==> src/rtl/beta_pkg.sv <==
// Shared types for the beta memory arbiter: FSM states, transaction owner
// and the request payload captured into the holding registers.
package beta_pkg;

  localparam int unsigned MemAddrW   = 32;
  localparam int unsigned MemDataW   = 32;
  localparam int unsigned MemBeW     = MemDataW / 8;
  localparam int unsigned StarveCntW = 4;

  typedef enum logic [1:0] {
    ARB_IDLE,
    ARB_REQ,
    ARB_WAIT
  } arb_state_t;

  typedef enum logic [1:0] {
    OWNER_NONE,
    OWNER_IF,
    OWNER_LSU
  } mem_owner_t;

  typedef struct packed {
    logic                we;
    logic [MemBeW-1:0]   be;
    logic [MemAddrW-1:0] addr;
    logic [MemDataW-1:0] wdata;
  } mem_req_t;

endpackage

==> src/rtl/beta_mem_arb_prio.sv <==
// Winner selection between fetch and LSU with a fetch starvation counter.
// Ports:
//   arb_en_i    - arbiter is idle and may grant this cycle
//   if_req_i    - fetch request
//   ls_req_i    - LSU request
//   cnt_i       - current starvation count
//   sel_if_c_o  - fetch wins (combinational)
//   sel_ls_c_o  - LSU wins (combinational)
//   cnt_c_o     - next starvation count (combinational)
module beta_mem_arb_prio
  import beta_pkg::*;
#(
  parameter int unsigned StarveLimit = 4
) (
  input  logic                  arb_en_i,
  input  logic                  if_req_i,
  input  logic                  ls_req_i,
  input  logic [StarveCntW-1:0] cnt_i,
  output logic                  sel_if_c_o,
  output logic                  sel_ls_c_o,
  output logic [StarveCntW-1:0] cnt_c_o
);

  localparam logic [StarveCntW-1:0] Limit = StarveCntW'(StarveLimit);

  // LSU preferred until fetch has lost Limit times in a row
  always_comb begin
    sel_if_c_o = 1'b0;
    sel_ls_c_o = 1'b0;
    cnt_c_o    = cnt_i;
    if (!if_req_i) begin
      // no fetch waiting: nothing to count, in any state
      cnt_c_o    = '0;
      sel_ls_c_o = arb_en_i & ls_req_i;
    end else if (arb_en_i) begin
      if (ls_req_i && (cnt_i < Limit)) begin
        sel_ls_c_o = 1'b1;
        cnt_c_o    = cnt_i + StarveCntW'(1);
      end else begin
        sel_if_c_o = 1'b1;
        cnt_c_o    = '0;
      end
    end
  end

endmodule

==> src/rtl/beta_mem_arbiter.sv <==
// Shares the single data-memory port between fetch and the LSU, one
// outstanding transaction at a time, and routes the response to its owner.
// Ports:
//   clk_i, rstn_i              - clock, async active-low reset
//   if_req/addr_i, if_gnt_o    - fetch read request and capture pulse
//   if_rvalid_o, if_rdata_o    - fetch response
//   ls_req/we/be/addr/wdata_i  - LSU request; ls_gnt_o capture pulse
//   ls_rvalid_o, ls_rdata_o    - LSU response (also for stores)
//   mem_req/we/be/addr/wdata_o - OBI-style memory request
//   mem_gnt_i, mem_rvalid_i, mem_rdata_i - memory handshake and response
//   arb_err_o                  - sticky protocol-error flag
module beta_mem_arbiter
  import beta_pkg::*;
#(
  parameter int unsigned AddrWidth   = 32,
  parameter int unsigned DataWidth   = 32,
  parameter int unsigned StarveLimit = 4
) (
  input  logic                   clk_i,
  input  logic                   rstn_i,
  input  logic                   if_req_i,
  input  logic [AddrWidth-1:0]   if_addr_i,
  output logic                   if_gnt_o,
  output logic                   if_rvalid_o,
  output logic [DataWidth-1:0]   if_rdata_o,
  input  logic                   ls_req_i,
  input  logic                   ls_we_i,
  input  logic [DataWidth/8-1:0] ls_be_i,
  input  logic [AddrWidth-1:0]   ls_addr_i,
  input  logic [DataWidth-1:0]   ls_wdata_i,
  output logic                   ls_gnt_o,
  output logic                   ls_rvalid_o,
  output logic [DataWidth-1:0]   ls_rdata_o,
  output logic                   mem_req_o,
  output logic                   mem_we_o,
  output logic [DataWidth/8-1:0] mem_be_o,
  output logic [AddrWidth-1:0]   mem_addr_o,
  output logic [DataWidth-1:0]   mem_wdata_o,
  input  logic                   mem_gnt_i,
  input  logic                   mem_rvalid_i,
  input  logic [DataWidth-1:0]   mem_rdata_i,
  output logic                   arb_err_o
);

  localparam int unsigned BeWidth = DataWidth / 8;

  arb_state_t            state_q, state_d;
  mem_owner_t            owner_q, owner_d;
  mem_req_t              hold_q, hold_d;
  logic [StarveCntW-1:0] cnt_q, cnt_d;
  logic                  err_q, err_d;
  logic                  sel_if, sel_ls;

  beta_mem_arb_prio #(
    .StarveLimit (StarveLimit)
  ) u_prio (
    .arb_en_i   (state_q == ARB_IDLE),
    .if_req_i   (if_req_i),
    .ls_req_i   (ls_req_i),
    .cnt_i      (cnt_q),
    .sel_if_c_o (sel_if),
    .sel_ls_c_o (sel_ls),
    .cnt_c_o    (cnt_d)
  );

  // State, owner, holding and error registers
  always_ff @(posedge clk_i or negedge rstn_i) begin
    if (!rstn_i) begin
      state_q <= ARB_IDLE;
      owner_q <= OWNER_NONE;
      hold_q  <= '0;
      cnt_q   <= '0;
      err_q   <= 1'b0;
    end else begin
      state_q <= state_d;
      owner_q <= owner_d;
      hold_q  <= hold_d;
      cnt_q   <= cnt_d;
      err_q   <= err_d;
    end
  end

  // Next state, capture and response routing
  always_comb begin
    state_d     = state_q;
    owner_d     = owner_q;
    hold_d      = hold_q;
    err_d       = err_q;
    mem_req_o   = 1'b0;
    if_rvalid_o = 1'b0;
    ls_rvalid_o = 1'b0;
    if_rdata_o  = '0;
    ls_rdata_o  = '0;
    // grants only exist in idle; masked so reset shows all-zero outputs
    if_gnt_o    = sel_if & rstn_i;
    ls_gnt_o    = sel_ls & rstn_i;

    unique case (state_q)
      ARB_IDLE: begin
        if (mem_rvalid_i || mem_gnt_i) err_d = 1'b1;
        if (sel_ls) begin
          hold_d.we    = ls_we_i;
          hold_d.be    = MemBeW'(ls_be_i);
          hold_d.addr  = MemAddrW'(ls_addr_i);
          hold_d.wdata = MemDataW'(ls_wdata_i);
          owner_d      = OWNER_LSU;
          state_d      = ARB_REQ;
        end else if (sel_if) begin
          hold_d.we    = 1'b0;
          hold_d.be    = '1;
          hold_d.addr  = MemAddrW'(if_addr_i);
          hold_d.wdata = '0;
          owner_d      = OWNER_IF;
          state_d      = ARB_REQ;
        end
      end
      ARB_REQ: begin
        mem_req_o = 1'b1;
        if (mem_rvalid_i) err_d = 1'b1;
        if (mem_gnt_i) state_d = ARB_WAIT;
      end
      ARB_WAIT: begin
        if (mem_gnt_i) err_d = 1'b1;
        if (mem_rvalid_i) begin
          if (owner_q == OWNER_LSU) begin
            ls_rvalid_o = 1'b1;
            ls_rdata_o  = mem_rdata_i;
          end else if (owner_q == OWNER_IF) begin
            if_rvalid_o = 1'b1;
            if_rdata_o  = mem_rdata_i;
          end
          owner_d = OWNER_NONE;
          state_d = ARB_IDLE;
        end
      end
      default: begin
        owner_d = OWNER_NONE;
        state_d = ARB_IDLE;
      end
    endcase
  end

  assign mem_we_o    = hold_q.we;
  assign mem_be_o    = BeWidth'(hold_q.be);
  assign mem_addr_o  = AddrWidth'(hold_q.addr);
  assign mem_wdata_o = DataWidth'(hold_q.wdata);
  assign arb_err_o   = err_q;

endmodule

==> config.mk <==
export PLATFORM = sky130hd
export DESIGN_NAME = beta_mem_arbiter
export DESIGN_NICKNAME = d
export VERILOG_FILES = /design/src/rtl/beta_pkg.sv /design/src/rtl/beta_mem_arb_prio.sv /design/src/rtl/beta_mem_arbiter.sv
export SDC_FILE = /design/constraint.sdc
export NUM_CORES = 1
export LEC_CHECK = 0
export CORE_ASPECT_RATIO = 1.4
export CORE_MARGIN = 5
export CORE_UTILIZATION = 39
export CTS_BUF_LIST = sky130_fd_sc_hd__clkbuf_4
export CTS_CLUSTER_DIAMETER = 150
export CTS_CLUSTER_SIZE = 10
export DETAILED_ROUTE_END_ITERATION = 6
export GPL_ROUTABILITY_DRIVEN = 0
export PLACE_DENSITY_LB_ADDON = 0.25
export SYNTH_ARGS = -nofsm -noshare
export SYNTH_HDL_FRONTEND = slang
export SYNTH_SLANG_ARGS = --single-unit
==> constraint.sdc <==
create_clock -name clk_i -period 5.3 [get_ports clk_i]
set_clock_uncertainty 0.2 [all_clocks]
set_input_delay 1.59 -clock clk_i [delete_from_list [all_inputs] [get_ports clk_i]]
set_output_delay 1.59 -clock clk_i [all_outputs]
set_load 0.05 [all_outputs]
; After elaboration in Yosys (flattened, before gate mapping)
; Cells that the tools add are included.
[totals]
register_bits = 78
latch_bits = 0
mem_bits_rw = 0
mem_bits_ro = 0
output_inout_bits = 139
word_cells = 71
n_memories = 0
[classes]
add_sub_neg = 1
multipliers = 0
div = 0
n_lt_le_gt_ge = 1
eq_ne = 11
n_shift = 0
muxes = 37
n_bitwise = 4
n_reduce_logical = 9
[op_table]
columns = operator, count
row1 = $mux 32, 7
row2 = $mux 69, 2
row3 = $mux 1, 17
row4 = $mux 4, 3
row5 = $pmux 2 s3, 2
row6 = $mux 2, 5
row7 = $ne 2x2->1 const B, 5
row8 = $reduce_and 3->1, 2
row9 = $add 4x1->4 const B, 1
row10 = $eq 2x1->1 const B, 2
row11 = $eq 2x2->1 const B, 2
row12 = $lt 4x3->1 const B, 1
row13 = $reduce_and 4->1, 1
row14 = $and 1x1->1, 3
row15 = $ne 3x3->1 const B, 1
row16 = $pmux 1 s3, 1
row17 = $reduce_bool 3->1, 1
row18 = $logic_not 2->1, 1
row19 = $ne 2x1->1 const B, 1
row20 = $reduce_and 2->1, 1
row21 = $reduce_bool 2->1, 1
row22 = $logic_and 1x1->1, 1
row23 = $logic_or 1x1->1, 1
row24 = $not 1->1, 1

; Longest topological paths before layout
; Gate-level depths: netlist (run 1).
[logic_depth]
ltp_word = 8
mapped_depth = 8

; Hierarchy
; A second synthesis (run 1) with hierarchy kept.
[hier_totals]
cells_unflattened = 309
hier_area_um2 = 3907.5
[modules_own_cells]
columns = mod, n_inst, cells_each, area_per_inst_um2, seq_area_each_um2
row1 = beta_mem_arbiter, 1, 292, 3797.4, 1951.9
row2 = beta_mem_arb_prio, 1, 17, 110.1, 0.0

; Least setup slack after synthesis (run 1)
; Ideal clock, no wire load.
[synth_path]
path_kind = in2out
from = input mem_rvalid_i
to = output ls_rdata_o[22]
t_arrival_ns = 3.132
required_time_ns = 3.510
setup_slack_ns = 0.378
cell_stages = 4
path_cell_list = nand2_1 nor3b_1 clkbuf_1 and2_1
[synth_between]
elab_chain_len = 2
[synth_rtl]
columns = element, line
row1 = start: declaration, beta_mem_arbiter.sv:40  ; input logic mem_rvalid_i,
row2 = $mux 32, beta_mem_arbiter.sv:124  ; if (mem_rvalid_i) begin
row3 = $mux 32, beta_mem_arbiter.sv:98  ; unique case (state_q)
row4 = end: declaration, beta_mem_arbiter.sv:33  ; output logic [DataWidth-1:0] ls_rdata_o,
; No other way between the ends.

; Worst setup path in the final report (run 1)
[layout_path]
from = input mem_rvalid_i
to = output ls_rdata_o[8]
; Same word-level chain as after synthesis.

==> results of run 1 <==
[cells in the final DEF, fill, tap and decap left out, types with 5 or more instances in the layout]
cell type / count
a31oi_1: 32
inv_1: 6
nor3_1: 32
buf_4: 14
o21ai_0: 33
clkbuf_4: 9
and2_1: 65
dfrtp_1: 78
a22o_1: 33
nand2b_1: 5
clkdlybuf4s50_1: 208
buf_12: 68
nand4_1: 32
[layer usage]
| layer | GRT usage (%) | vias to the layer above | wire [um] |
|---|---|---|---|
| li1 | - | 1982 | - |
| met1 | 29.2 | 2063 | 5570 |
| met4 | 12.7 | 0 | 618 |
| met3 | 9.70 | 35 | 1650 |
| met2 | 44.5 | 273 | 8230 |
| met5 | 0 | - | 0 |
[cell type report]
class                      count  area (sq um)  area share, %
tap                          135           169           2.22
antenna                        1          2.50         0.0329
clock inverter                 7          62.6          0.823
sequential                    78          1950           25.7
multi-input combinational    272          1770           23.3
inverter                       6          22.5          0.296
clock buffer                   9          67.6          0.889
timing repair buffer         290          3550           46.7
[where the power goes]
part	switching, uW	total [uW]	internal (uW)
combinational	1630	2510	880
sequential	150	1020	874
clock	237	343	106
[logic make-up (layout without fill, tap and decap cells)]
| group | after synthesis | in the layout | synth area share, % |
|---|---|---|---|
| simple gates | 152 | 152 | 23.2 |
| compound gates | 113 | 113 | 19.3 |
| flops | 78 | 78 | 49.5 |
| buf+inv | 48 | 312 | 5.93 |
| fa+ha+maj | 4 | 4 | 1.27 |
| mux | 3 | 3 | 0.824 |
| other cells | 0 | 1 | 0 |
[sequential cells by signal, summed over array words and instances, names as in the netlist]
name / cells
arb_err_o: 1
mem_we_o: 1
cnt_q: 4
owner_q: 2
mem_wdata_o: 32
mem_be_o: 4
state_q: 2
mem_addr_o: 32
[metrics by stage]
stage	worst slack (ns)	std cells	utilization (%)	hold slack, ns
after floorplan	0.378	398	-	0.274
after global placement	0.499	781	75.4	0.277
after detailed placement	0.464	781	75.4	0.280
after CTS	0.457	797	76.7	0.319
after global routing	0.354	798	76.8	0.334
final	0.460	798	76.8	0.313
[how the worst max path moves through the flow]
stage | start | endpoint
final | mem_rvalid_i | ls_rdata_o[8]
after global routing | mem_rvalid_i | ls_rdata_o[6]
after global placement | mem_rvalid_i | ls_rdata_o[12]
after detailed placement | if_req_i | ls_gnt_o
after floorplan | mem_rvalid_i | ls_rdata_o[22]
after CTS | mem_rvalid_i | ls_rdata_o[6]
[critical path, delay by kind of cell]
kind	cells	cell delay, ns
simple gates	3	0.50
buf+inv	3	0.95
==> impl_metrics.sql, run 1 <==
INSERT INTO impl_metrics (metric_group, metric, value, unit) VALUES
('yosys', 'synth-edff-count', '0', ''),
('yosys', 'avgSynthCellArea', '9.92', 'sq um'),
('yosys', 'synth-seq-cells', '78', ''),
('die', 'initial_core_util', '39.9', '%'),
('yosys', 'netlist_instances', '398', ''),
('cts', 'cts-root-buf', 'clkbuf_4', ''),
('cts', 'hold_bufs_inserted_after_cts', '0', ''),
('detailed_routing', 'drc', '0', ''),
('hold_path', 'hold-path-endpoint', 'mem_be_o[2]', ''),
('hold_path', 'hold_depth', '1', ''),
('setup_path', 'worst_path_largest_cell_delay', '0.50', 'ns'),
('place', 'portBuffers', '277', ''),
('setup_path', 'data_arrival_time_at_the_worst_slack_endpoint', '3.05', 'ns'),
('grt', 'antenna_found_initial', '1', ''),
('cts', 'post_cts.resized_instances', '0', ''),
('detailed_routing', 'route.detailed.wl_per_inst', '20.1', 'um'),
('detailed_routing', 'drtAntennaViolNets', '0', ''),
('setup_path', 'worstReg2RegStart', 'state_q[0]', ''),
('die', 'dieArea', '12300', 'sq um'),
('sta', 'final-max-slew-violation-count', '0', ''),
('detailed_routing', 'routed_wl', '16100', 'um'),
('layout', 'drive_above_1_share', '15.7', '%'),
('layout', 'finalInstanceArea', '7600', 'sq um'),
('yosys', 'async_reset_ff_share', '100', '%'),
('setup_path', 'start_kind', 'input port', ''),
('cts', 'clock_latency', '0.43', 'ns'),
('sta', 'report.final.setup_viol', '0', ''),
('die', 'die_width', '95.0', 'um'),
('yosys', 'ys_types', '36', ''),
('setup_path', 'reg2reg_to', 'mem_be_o[0]', ''),
('grt', 'global_route_wire_length_before_repair', '25000', 'um'),
('yosys', 'netlist.top_cell.by_area', 'dfrtp_1', ''),
('cts', 'tritoncts_num_sinks', '78', ''),
('cts', 'cts-htree-levels', '3', ''),
('layout', 'final_nets', '800', ''),
('cts', 'cts_post_setup_buffers_inserted', '0', ''),
('die', 'num_rows', '43', ''),
('cts', 'cts_max_path_buffers', '2', ''),
('layout', 'synthToLayoutAreaGrowth', '92.5', '%'),
('setup_path', 'worst-setup-path-type', 'input port to primary output', ''),
('detailed_routing', 'drt_pass1_iterations', '5', ''),
('power', 'total_leakage_power', '0.00307', 'uW'),
('grt', 'grt.overflow.total', '0', ''),
('yosys', 'ys_top_cells_by_area', 'dfrtp_1 49%, and2_1 10%, a22o_1 7.3%', ''),
('sta', 'total_negative_setup_slack', '0', 'ns'),
('cts', 'tritoncts_clock_tree', 'yes', ''),
('setup_path', 'critical_path_fanouts_max', '33', ''),
('place', 'dpl.hpwl', '12400', 'um'),
('setup_path', 'critical_path_s_slowest_cell', 'clkdlybuf4s50_1', ''),
('detailed_routing', 'vias_per_cell', '5.45', ''),
('yosys', 'yosys.cell_count.top_type', 'dfrtp_1', ''),
('die', 'io_pins', '278', ''),
('power', 'design_power_total', '3880', 'uW'),
('power', 'worst_ir_drop_on_vdd', '0.232', 'mV'),
('setup_path', 'worst-endpoint-required', '3.51', 'ns'),
('yosys', 'ys.warnings.count', '0', ''),
('cts', 'cts_buffers', '9', ''),
('cts', 'cts.clk_slew.worst_paths', '0.14', 'ns'),
('place', 'detailed_place.area', '7470', 'sq um'),
('yosys', 'dominantRegCellSynth', 'dfrtp_1', ''),
('detailed_routing', 'first_iter_violations', '402', ''),
('hold_path', 'type_of_the_most_critical_hold_path', 'register to register', ''),
('sta', 'rsz0062_at_grt', 'false', ''),
('yosys', 'synth_commonest_cells', '78 x dfrtp_1, 65 x and2_1, 33 x a22o_1, 33 x nor3_1, 33 x o21ai_0', ''),
('setup_path', 'reg2reg_depth', '7', ''),
('yosys', 'netlist_area', '3950', 'sq um'),
('grt', 'pin_count_of_the_biggest_net_entering_global_routing', '79', ''),
('hold_path', 'worstHoldStart', 'mem_be_o[2]', ''),
('run_status', 'status', 'complete, no violations', ''),
('sta', 'final.period_utilization', '91.3', '%'),
('yosys', 'yosysSeqAreaShare', '49.5', '%');
Power figures use the tool's default switching activity.
==> run 2: changes to the inputs <==
--- a/config.mk
+++ b/config.mk
@@ -16,4 +16,5 @@
 export PLACE_DENSITY_LB_ADDON = 0.25
 export SYNTH_ARGS = -nofsm -noshare
 export SYNTH_HDL_FRONTEND = slang
+export SYNTH_HIERARCHICAL = 1
 export SYNTH_SLANG_ARGS = --single-unit
==> run 2 against run 1 <==
Final area grew 0.16%. Worst setup slack got worse by 0.070 ns. Largest power group unchanged. Largest cell class unchanged. Sequential share of layout area barely moved. Non-clock buffer count is 6 lower. Critical path type unchanged. Critical endpoint is now if_rdata_o[2].
==> impl_metrics.sql, run 2 <==
INSERT INTO impl_metrics (metric_group, metric, value, unit) VALUES
('cts', 'tritoncts_clock_tree', 'yes', ''),
('flow_run', 'max_cap_violations', '0', ''),
('place', 'portBuffers', '277', ''),
('setup_path', 'worst-endpoint-required', '3.51', 'ns'),
('yosys', 'syn-num-nets', '449', ''),
('place', 'dpl.hpwl', '11600', 'um'),
('setup_path', 'crit_path_end_kind', 'primary output', ''),
('layout', 'final_nets', '722', ''),
('setup_path', 'start_kind', 'input port', ''),
('grt', 'number_of_global_route_vias_before_repair', '3864', ''),
('setup_path', 'worst-setup-path-type', 'input port to primary output', ''),
('detailed_routing', 'vias_per_cell', '4.93', ''),
('yosys', 'synth_commonest_cells', '78 x dfrtp_1, 66 x and2_1, 39 x mux2_2, 33 x a22o_1, 25 x mux2_4', ''),
('layout', 'drive_above_1_share', '28.1', '%'),
('place', 'numPlacedInstances', '706', ''),
('cts', 'cts.clk_slew.worst_paths', '0.13', 'ns'),
('detailed_routing', 'total_via_count_in_the_routed_design', '3562', ''),
('layout', 'final_cell_count_no_fill', '723', ''),
('sta', 'maxSlewHeadroom', '53.5', '%'),
('cts', 'post_cts.resized_instances', '0', ''),
('sta', 'final.period_utilization', '92.6', '%'),
('yosys', 'dominantRegCellSynth', 'dfrtp_1', ''),
('grt', 'global_route_wire_length_before_repair', '21000', 'um'),
('run_status', 'status', 'complete, no violations', ''),
('die', 'die_width', '94.6', 'um'),
('sta', 'final-max-slew-violation-count', '0', ''),
('yosys', 'netlist.top_cell.by_area', 'dfrtp_1', ''),
('power', 'design_power_total', '4070', 'uW'),
('cts', 'hold_bufs_inserted_after_cts', '0', ''),
('grt', 'pin_count_of_the_biggest_net_entering_global_routing', '57', ''),
('die', 'num_rows', '43', ''),
('die', 'io_pins', '278', ''),
('yosys', 'synth-seq-cells', '78', ''),
('grt', 'use_met2', '40.5', '%'),
('yosys', 'ys_types', '36', ''),
('hold_path', 'type_of_the_most_critical_hold_path', 'register to register', ''),
('die', 'initial_core_util', '39.7', '%'),
('layout', 'final_cell_mix', '208 x clkdlybuf4s50_1, 78 x dfrtp_1, 69 x buf_12', ''),
('setup_path', 'worst_path_largest_cell_delay', '0.52', 'ns'),
('yosys', 'avgSynthCellArea', '12.6', 'sq um'),
('layout', 'synthToLayoutAreaGrowth', '94.8', '%'),
('yosys', 'synth_top_area_share', '50.0', '%'),
('yosys', 'yosysSeqAreaShare', '50.0', '%'),
('setup_path', 'data_arrival_time_at_the_worst_slack_endpoint', '3.12', 'ns'),
('cts', 'cts-htree-levels', '3', ''),
('grt', 'met3_usage', '9.12', '%'),
('detailed_routing', 'route.detailed.wl_per_inst', '19.7', 'um'),
('cts', 'cts_buffers', '9', ''),
('grt', 'antenna_found_initial', '1', ''),
('yosys', 'async_reset_ff_share', '100', '%'),
('cts', 'cts_max_path_buffers', '2', ''),
('detailed_routing', 'routed_wl', '14200', 'um'),
('cts', 'cts_post_setup_buffers_inserted', '0', ''),
('grt', 'grt_use_met1', '23.3', '%'),
('yosys', 'netlist_area', '3910', 'sq um'),
('cts', 'cts-root-buf', 'clkbuf_4', ''),
('power', 'total_leakage_power', '0.00319', 'uW'),
('die', 'dieArea', '12100', 'sq um'),
('die', 'die_ht', '128', 'um'),
('sta', 'hold_violations', '0', ''),
('detailed_routing', 'first_iter_violations', '116', ''),
('yosys', 'netlist_instances', '309', ''),
('setup_path', 'critical_path_s_slowest_cell', 'clkdlybuf4s50_1', ''),
('die', 'core_area', '9850', 'sq um'),
('sta', 'rsz0062_at_grt', 'false', ''),
('cts', 'tritoncts_num_sinks', '78', ''),
('yosys', 'ys_top_cells_by_area', 'dfrtp_1 50%, mux2_2 11%, and2_1 11%', ''),
('grt', 'busiest_layer', 'met2', ''),
('setup_path', 'crit_path_cell_trace', 'clkdlybuf4s50_1, nand3b_1, nor3b_2, buf_4, and2_1, buf_12', ''),
('power', 'worst_ir_drop_on_vdd', '0.415', 'mV'),
('cts', 'clock_latency', '0.42', 'ns'),
('grt', 'grt.overflow.total', '0', ''),
('detailed_routing', 'drc', '0', ''),
('yosys', 'synth-edff-count', '0', ''),
('sta', 'tightestPinTransition', '0.698', 'ns'),
('sta', 'final_period_minus_worst_setup_slack', '4.91', 'ns'),
('place', 'detailed_place.area', '7480', 'sq um'),
('detailed_routing', 'drtAntennaViolNets', '0', ''),
('sta', 'total_negative_setup_slack', '0', 'ns'),
('power', 'power_density', '535', 'nW/um^2'),
('grt', 'globalRouteTotalUtil', '22.8', '%'),
('sta', 'max_clock_freq', '204', 'MHz'),
('layout', 'commonest_non_fill_non_tap_cell_in_the_layout', 'clkdlybuf4s50_1', ''),
('sta', 'report.final.setup_viol', '0', ''),
('yosys', 'ys.warnings.count', '6', ''),
('setup_path', 'critical_path_fanouts_max', '33', ''),
('detailed_routing', 'drt_pass1_iterations', '4', ''),
('yosys', 'yosys.cell_count.top_type', 'dfrtp_1', ''),
('layout', 'finalInstanceArea', '7610', 'sq um');
-- run 2: changes by cell type in the layout (fill, tap and decap cells not counted), moves of 7 or more --
| cell | before | now |
|---|---|---|
| buf_4 | 14 | 7 |
| nand4_1 | 32 | 0 |
| o21ai_0 | 33 | 2 |
| mux2_4 | 0 | 25 |
| nor3_1 | 32 | 0 |
| a31oi_1 | 32 | 0 |
| mux2_2 | 1 | 39 |
-- run 2: per-stage QoR --
stage / hold slack [ns] / worst slack (ns) / utilization, %
finish: 0.308 / 0.390 / 77.3
global route: 0.344 / 0.269 / 77.3
CTS: 0.312 / 0.382 / 77.3
detailed placement: 0.280 / 0.387 / 75.9
global placement: 0.278 / 0.434 / 75.9
floorplan: 0.272 / 0.457 / -
-- run 2: report_power, final --
part	internal, uW	leakage (uW)	switching (uW)	total, uW
Sequential	867	0.000951	173	1040
Clock	107	0.0000670	232	338
Combinational	1130	0.00217	1570	2700
-- run 2: worst paths after layout --
kind / start / end / slack, ns / depth (start not counted)
worst min register to register: arb_err_o / arb_err_o / 0.31 / 2
worst min-delay path: arb_err_o / arb_err_o / 0.31 / 2
worst max register to register: state_q[1] / mem_addr_o[1] / 2.55 / 6
max in group asynchronous: rstn_i / mem_addr_o[27] / 3.04 / 2
worst max-delay path: mem_rvalid_i / if_rdata_o[2] / 0.39 / 6
min in group asynchronous: rstn_i / mem_addr_o[6] / 0.85 / 1
-- run 2: metal layers --
metal / share of wire, % / routed length (um) / vias up
li1: - / - / 1633
met1: 34 / 4860 / 1683
met2: 51 / 7190 / 213
met3: 11 / 1600 / 33
met4: 4.1 / 578 / 0
met5: 0 / 0 / -
-- run 2: cell families after synthesis --
logic type | Yosys count | share of synthesized area, %
and+or+nand+nor | 89 | 14.3
DFF | 78 | 50.0
muxes | 64 | 20.8
AOI/OAI and AO/OA | 51 | 10.8
buffers and inverters | 26 | 3.75
adders and majority gates | 1 | 0.320
-- run 2: worst max-delay path, delay by kind of cell --
kind | cells | cell delay (ns)
and+or+nand+nor | 3 | 0.55
buffers and inverters | 3 | 0.96
-- run 2: layout make-up --
class	count	area, sq um
multi-input cells	205	1830
fillers	601	2230
well taps	135	169
clock buffers	9	67.6
flip-flops and latches	78	1950
inverters	4	15.0
diodes	1	2.50
clock inverters	7	63.8
repair buffers	284	3520
